==> config.mk <==
export PLATFORM = sky130hd
export DESIGN_NAME = mem_arbiter
export DESIGN_NICKNAME = d
export VERILOG_FILES = /design/src/rtl/mem_arbiter.sv
export SDC_FILE = /design/constraint.sdc
export NUM_CORES = 1
export LEC_CHECK = 0
export ABC_AREA = 1
export ABC_CLOCK_PERIOD_IN_PS = 1490
export CORE_ASPECT_RATIO = 1.4
export CORE_MARGIN = 2
export CORE_UTILIZATION = 39
export CTS_CLUSTER_DIAMETER = 80
export DETAILED_ROUTE_END_ITERATION = 8
export PLACE_DENSITY = 0.87
export SLEW_MARGIN = 20
export SYNTH_ARGS = -nofsm -noshare
export SYNTH_HDL_FRONTEND = slang
export SYNTH_SLANG_ARGS = --single-unit
export TNS_END_PERCENT = 100
==> constraint.sdc <==
create_clock -name clk -period 1.49 [get_ports clk]
set_input_delay 0.447 -clock clk [delete_from_list [all_inputs] [get_ports clk]]
set_output_delay 0.447 -clock clk [all_outputs]
set_load 0.01 [all_outputs]
==> src/rtl/mem_arbiter.sv <==
// mem_arbiter: round-robin arbiter sharing one synchronous RAM between NREQ
// bus masters. Every transaction takes four cycles: IDLE -> ACCESS -> CAPTURE -> ACK.
// Build option: define MEM_ARB_LOCK_EN to let a master keep its grant
// across back-to-back accesses by holding lock during its ACK cycle.
module mem_arbiter #(
  parameter int NREQ = 2,
  parameter int AW   = 16,
  parameter int DW   = 8
) (
  input  logic                 clk,
  input  logic                 rst,
  input  logic [NREQ-1:0]      req,
  input  logic [NREQ-1:0]      req_we,
  input  logic [NREQ*AW-1:0]   req_addr,
  input  logic [NREQ*DW-1:0]   req_wdata,
  input  logic [NREQ-1:0]      lock,
  output logic [NREQ-1:0]      ack,
  output logic [DW-1:0]        rdata,
  output logic [1:0]           gnt_id,
  output logic                 busy,
  output logic [AW-1:0]        mem_addr,
  output logic [DW-1:0]        mem_do,
  output logic                 mem_we,
  input  logic [DW-1:0]        mem_di
);

  typedef enum logic [1:0] {
    S_IDLE    = 2'd0,
    S_ACCESS  = 2'd1,
    S_CAPTURE = 2'd2,
    S_ACK     = 2'd3
  } state_t;

  state_t            state_q, state_d;
  logic [NREQ-1:0]   ack_q, ack_d;
  logic [DW-1:0]     rdata_q, rdata_d;
  logic [1:0]        gnt_q, gnt_d;
  logic              busy_q, busy_d;
  logic [AW-1:0]     mem_addr_q, mem_addr_d;
  logic [DW-1:0]     mem_do_q, mem_do_d;
  logic              mem_we_q, mem_we_d;
  logic              we_q, we_d;
  logic [1:0]        rr_q, rr_d;

  // Requests widened to 4 bits so a 2-bit index is always in range.
  logic [3:0]        req_x;
  assign req_x = 4'(req);

`ifdef MEM_ARB_LOCK_EN
  logic              lock_q, lock_d;
  logic [3:0]        lock_x;
  assign lock_x = 4'(lock);
`else
  logic              lock_unused;
  assign lock_unused = ^lock;
`endif

  // Round-robin search: first requester strictly after rr, wrapping modulo NREQ.
  logic [1:0] rr_win;
  logic [1:0] cand;
  always_comb begin
    rr_win = '0;
    cand   = '0;
    for (int k = NREQ; k >= 1; k--) begin
      cand = 2'((32'(rr_q) + 32'(k)) % NREQ);
      if (req_x[cand]) rr_win = cand;
    end
  end

  // Final winner: a held lock on a still-requesting master beats round-robin.
  logic [1:0] win;
  always_comb begin
    win = rr_win;
`ifdef MEM_ARB_LOCK_EN
    if (lock_q && req_x[gnt_q]) win = gnt_q;
`endif
  end

  // Mux the winning master's command fields.
  logic              sel_we;
  logic [AW-1:0]     sel_addr;
  logic [DW-1:0]     sel_wdata;
  always_comb begin
    sel_we    = 1'b0;
    sel_addr  = '0;
    sel_wdata = '0;
    for (int i = 0; i < NREQ; i++) begin
      if (win == 2'(i)) begin
        sel_we    = req_we[i];
        sel_addr  = req_addr[i*AW +: AW];
        sel_wdata = req_wdata[i*DW +: DW];
      end
    end
  end

  // Next-state and registered-output logic for the transaction sequencer.
  always_comb begin
    state_d    = state_q;
    ack_d      = '0;
    rdata_d    = rdata_q;
    gnt_d      = gnt_q;
    mem_addr_d = mem_addr_q;
    mem_do_d   = mem_do_q;
    mem_we_d   = 1'b0;
    we_d       = we_q;
    rr_d       = rr_q;
`ifdef MEM_ARB_LOCK_EN
    lock_d     = lock_q;
`endif
    case (state_q)
      S_IDLE: begin
`ifdef MEM_ARB_LOCK_EN
        // A lock is good for exactly one re-grant decision.
        lock_d = 1'b0;
`endif
        if (|req) begin
          gnt_d      = win;
          mem_addr_d = sel_addr;
          mem_do_d   = sel_wdata;
          we_d       = sel_we;
          mem_we_d   = sel_we;
          state_d    = S_ACCESS;
        end
      end
      S_ACCESS: begin
        state_d = S_CAPTURE;
      end
      S_CAPTURE: begin
        if (!we_q) rdata_d = mem_di;
        for (int i = 0; i < NREQ; i++) ack_d[i] = (gnt_q == 2'(i));
        state_d = S_ACK;
      end
      S_ACK: begin
        rr_d    = gnt_q;
`ifdef MEM_ARB_LOCK_EN
        lock_d  = lock_x[gnt_q];
`endif
        state_d = S_IDLE;
      end
      default: state_d = S_IDLE;
    endcase
    busy_d = (state_d != S_IDLE);
  end

  // State and output registers; reset wins over every state.
  always_ff @(posedge clk) begin
    if (rst) begin
      state_q    <= S_IDLE;
      ack_q      <= '0;
      rdata_q    <= '0;
      gnt_q      <= '0;
      busy_q     <= 1'b0;
      mem_addr_q <= '0;
      mem_do_q   <= '0;
      mem_we_q   <= 1'b0;
      we_q       <= 1'b0;
      rr_q       <= 2'(NREQ - 1);
`ifdef MEM_ARB_LOCK_EN
      lock_q     <= 1'b0;
`endif
    end else begin
      state_q    <= state_d;
      ack_q      <= ack_d;
      rdata_q    <= rdata_d;
      gnt_q      <= gnt_d;
      busy_q     <= busy_d;
      mem_addr_q <= mem_addr_d;
      mem_do_q   <= mem_do_d;
      mem_we_q   <= mem_we_d;
      we_q       <= we_d;
      rr_q       <= rr_d;
`ifdef MEM_ARB_LOCK_EN
      lock_q     <= lock_d;
`endif
    end
  end

  assign ack      = ack_q;
  assign rdata    = rdata_q;
  assign gnt_id   = gnt_q;
  assign busy     = busy_q;
  assign mem_addr = mem_addr_q;
  assign mem_do   = mem_do_q;
  assign mem_we   = mem_we_q;

endmodule

### After elaboration in Yosys (flattened, before gate mapping)

Index checks and enable logic that the tools add are counted.

* logic and storage cells: 46
* input bits: 64
* register bits: 42
* output and inout port bits: 38

* bitwise logic cells: 4
* $lt $le $gt $ge: 2
* eq/ne operators: 5
* $add $sub $neg: 2
* reductions and logical operators: 9
* muxes and demuxes: 14

Operator list (number)
* two-way mux 16 bit: 2
* two-way mux 8 bit: 2
* one-hot mux 2 bit (4 select lines): 1
* two-way mux 1 bit: 7
* == test 2 x 1 -> 1 bit (second input constant): 3
* zero test 2 bit: 3
* < comparator 1 x 3 -> 1 bit (second input constant): 2
* == test 2 bit (second input constant): 2
* two-way mux 2 bit: 2
* inverter 1 bit: 4
* AND reduction 2 bit: 2
* OR reduction 2 bit: 2
* OR reduction 3 bit: 1
* adder 1 bit (second input constant): 2
* nonzero test 2 bit: 1

### Depth between registers and ports, before layout

* depth after elaboration: 8
* gate-level depth with buffers: 9
* gate-level depth less buffers: 7

### Worst setup path after synthesis

No wires, ideal clock.

* path kind: flip-flop to flip-flop
* start: reg state_q[0]
* end: reg rdata_q[0], in the netlist rdata[0]
* cell stages (with the launch flop): 8
* data arrival time: 1.176 ns
* setup time: 0.116 ns
* path buffers: 0
* path slack: 0.198 ns
* required time: 1.374 ns
* cell sequence: dfxtp_1 inv_1 ha_1 inv_1 nor2_1 inv_1 nor2_1 nor2_1

* word-level cells in the longest chain between the ends: 2

Ends and longest elaborated chain
* from (decl): RTL line 34 `state_t state_q, state_d;`
* from (signal assigned): RTL line 162 `state_q <= state_d;`
* == test 2 bit: RTL line 110 `case (state_q)`
* AND reduction 2 bit (no line)
* to (signal assigned): RTL line 164 `rdata_q <= rdata_d;`
* to (decl): RTL line 36 `logic [DW-1:0] rdata_q, rdata_d;`

Every way passes these cells.
A chain may end at the register's enable or synchronous reset.

### Worst setup path in the final report

* start: reg mem_addr_q[5], in the netlist mem_addr[5]
* end: out mem_addr[5]

RTL lines
* from (decl): RTL line 39 `logic [AW-1:0] mem_addr_q, mem_addr_d;`
* from (signal assigned): RTL line 167 `mem_addr_q <= mem_addr_d;`
* to (decl): RTL line 21 `output logic [AW-1:0] mem_addr,`

No word-level cell between the ends.

==> impl_metrics.yaml <==
critical_path:
  r2r_end: "mem_do[2]"
  critPathBufInv: 1
  crit_arrival_ns: 0.94
  cp_slowest_cell: "dfxtp_1"
  critical_path_required_ns: 1.04
  reg2reg_from: "state_q[0]"
  cp-end-kind: "output pin"
  r2r_setup_slack_ns: 0.11
  crit_fanout: 2
  path_class: "register to output pin"
  r2r_cells: 9
  path_cells: "dlygate4sd2_1"
  worst_setup_path_start_kind: "register"
  cpPeakStageDelay_ns: 0.35
  critical_path.top_delay_family: "flip-flops"
die:
  die_height_microns: 87.5
  dieArea_sq_um: 5570
  row_count: 30
  io_pins: 102
  die_width_microns: 63.6
  initial_core_util_pct: 40.4
  core_area_sq_um: 4800
synth:
  yosys.area_share.simple_pct: 28.9
  synth_area_leaders: "dfxtp_1 (42%), nor2_1 (14%), o21ai_0 (8.2%)"
  synthArstFlopShare_pct: 0
  syn_area_per_cell_sq_um: 7.11
  ys_seq_area_share_pct: 42.3
  ys_types: 18
  synth_common_cells: "nor2_1 (73), dfxtp_1 (41), nand2_1 (37)"
  ys_ff_latch: 41
  synth_warnings: 0
  synth_fa_ha_area_share_pct: 2.58
  synth.area.mux_share_pct: 0
  synth_nets: 341
  yosysMostFrequentCell: "nor2_1"
  synth_xor_area_share_pct: 0
  yosysTopAreaCellShare_pct: 42.3
  ys.flop_type: "dfxtp_1"
  synth_edf_count: 0
  netlist_area_sq_um: 1940
  synth_compound_area_share_pct: 17.7
  synth_top_family_by_area: "simple AND/OR/NAND/NOR gates"
  synthCells: 273
  synth_top_cell_by_area: "dfxtp_1"
cells_and_area:
  drive_above_1_share_pct: 8.44
  area_delta_synth_final_pct: 63.0
  instances_no_fill: 443
  num_antenna_cells: 0
  fin_util_pct: 65.9
  final.fill_count: 434
  fin_nets: 446
flow_run:
  max-cap-violations: 0
routing:
  via_per_inst: 4.81
  vias: 2132
  drc_errors: 0
  ant_nets: 0
  drt-pass1-iter-count: 4
  routedWlPerCell_microns: 12.9
  drt_iter0_drc: 167
  drt_wl_total_microns: 5720
placement:
  dp.cells: 431
  gp_congestion: 0.784
  dp_hpwl_microns: 4120
  port_buffers: 98
clock_network:
  cts_buffers: 5
  clock_sinks: 41
  clock-root-buffer: "clkbuf_8"
  cts_tree: "done"
  clk_path_buf_depth: 2
  h-tree-depth: 2
  clk_pin_slew_worst_paths_ns: 0.09
  clkLatencyLatePin_ns: 0.30
power_and_ir_drop:
  peakVddDrop_uv: 831
  power_leakage_nw: 1.53
  power.density_nw_per_um2: 1500
global_routing:
  grt-ovfl-total: 0
  antenna_found_initial: 0
  grt_max_degree: 33
  track_usage_pct: 20.4
  grt_pass1_vias: 2079
  grt_pass1_wl_microns: 9090
timing:
  finalMaxSlewViolations: 0
  fin_crit_ns: 1.39
  clock.fmax_mhz: 719
  finClkSkew_ns: 0.0150
  period_share_pct: 93.3
  hold_viol_final: 0
  setup_violations: 0
  grt_setup_unrepaired: "false"
worst_hold_path:
  hold_class: "register to register"
  min_to: "we_q"
  min_path_cells: 2
  min_from: "we_q"
outcome:
  status: "finished clean"
[how the worst max path moves through the flow]
| stage | startpoint | endpoint | slack [ns] | cells after the start |
|---|---|---|---|---|
| floorplan | state_q[0] | rdata[0] | 0.20 | 7 |
| global placement | req[1] | mem_do[3] | -0.30 | 5 |
| detailed placement | req[1] | mem_addr[3] | -0.35 | 5 |
| CTS | state_q[0] | mem_do[6] | 0.06 | 8 |
| global route | state_q[1] | mem_do[1] | 0.01 | 8 |
| finish | mem_addr[5] | mem_addr[5] | 0.10 | 1 |
[power by group]
| part | leakage [nW] | switching (mW) | total (mW) | internal (mW) |
|---|---|---|---|---|
| clock network | 0.0374 | 0.409 | 0.739 | 0.330 |
| registers | 0.339 | 0.175 | 1.65 | 1.48 |
| logic | 1.16 | 1.19 | 2.35 | 1.16 |
| total | 1.53 | 1.78 | 4.74 | 2.97 |
[flip-flops by register name, summed over array words and instances, names as in the netlist]
name	cells
rdata	8
mem_do	8
ack	2
busy	1
mem_we	1
gnt_id	1
mem_addr	16
we_q	1
rr_q	1
state_q	2
[placed cells by master (no fill, tap or decap), drive strengths merged]
cell / count
o21ai: 35
conb: 1
buf: 16
ha: 4
clkbuf: 8
clkinvlp: 2
dlymetal6s2s: 1
clkdlybuf4s50: 59
nand2: 38
nor2: 75
a21boi: 21
dfxtp: 41
nand3: 24
a21oi: 2
dlygate4sd2: 38
inv: 14
[area by class of cell]
type	instances	area, sq um	area share (%)
multi-input combinational	200	963	30.4
inverter	14	52.6	1.66
clock inverter	2	15.0	0.474
timing repair buffer	116	1160	36.7
sequential	41	821	25.9
tap	64	80.1	2.53
clock buffer	6	72.6	2.29
[layer usage]
| metal | routed length, microns | GRT usage, % | vias to the layer above | share of wire, % |
|---|---|---|---|---|
| met1 | 2260 | 22.4 | 945 | 40 |
| met5 | 0 | 0 | - | 0 |
| met2 | 2910 | 37.3 | 89 | 51 |
| li1 | - | - | 1084 | - |
| met3 | 424 | 5.95 | 14 | 7.4 |
| met4 | 123 | 6.72 | 0 | 2.1 |
[kinds of logic (layout without fill, tap and decap cells)]
logic type	Yosys count	in the layout
simple gates	137	137
buf+inv	32	138
other cells	1	1
fa+ha+maj	4	4
compound gates	58	58
flops	41	41
[what timing repair did]
item | in CTS | in global routing
hold buffers | 0 | 0
resized for setup | 39 | 5
setup buffers | 0 | 2
pin swaps | 0 | 1
endpoints found under the setup margin | 45 | 28
gates cloned | 0 | 2
[metrics by stage]
| stage | total power [mW] | cell area, sq um | TNS, ns | hold WS, ns | setup WS (ns) |
|---|---|---|---|---|---|
| after detailed placement | 4.00 | 3040 | -8.51 | 0.469 | -0.352 |
| after global routing | 5.10 | 3160 | 0 | 0.522 | 0.0116 |
| after floorplan | 2.87 | 1940 | 0 | 0.448 | 0.198 |
| after global placement | 3.92 | 3040 | -7.23 | 0.461 | -0.301 |
| after CTS | 4.51 | 3080 | 0 | 0.481 | 0.0588 |
| final | 4.74 | 3160 | 0 | 0.491 | 0.100 |
No activity file was read; power rests on OpenSTA's default activity.
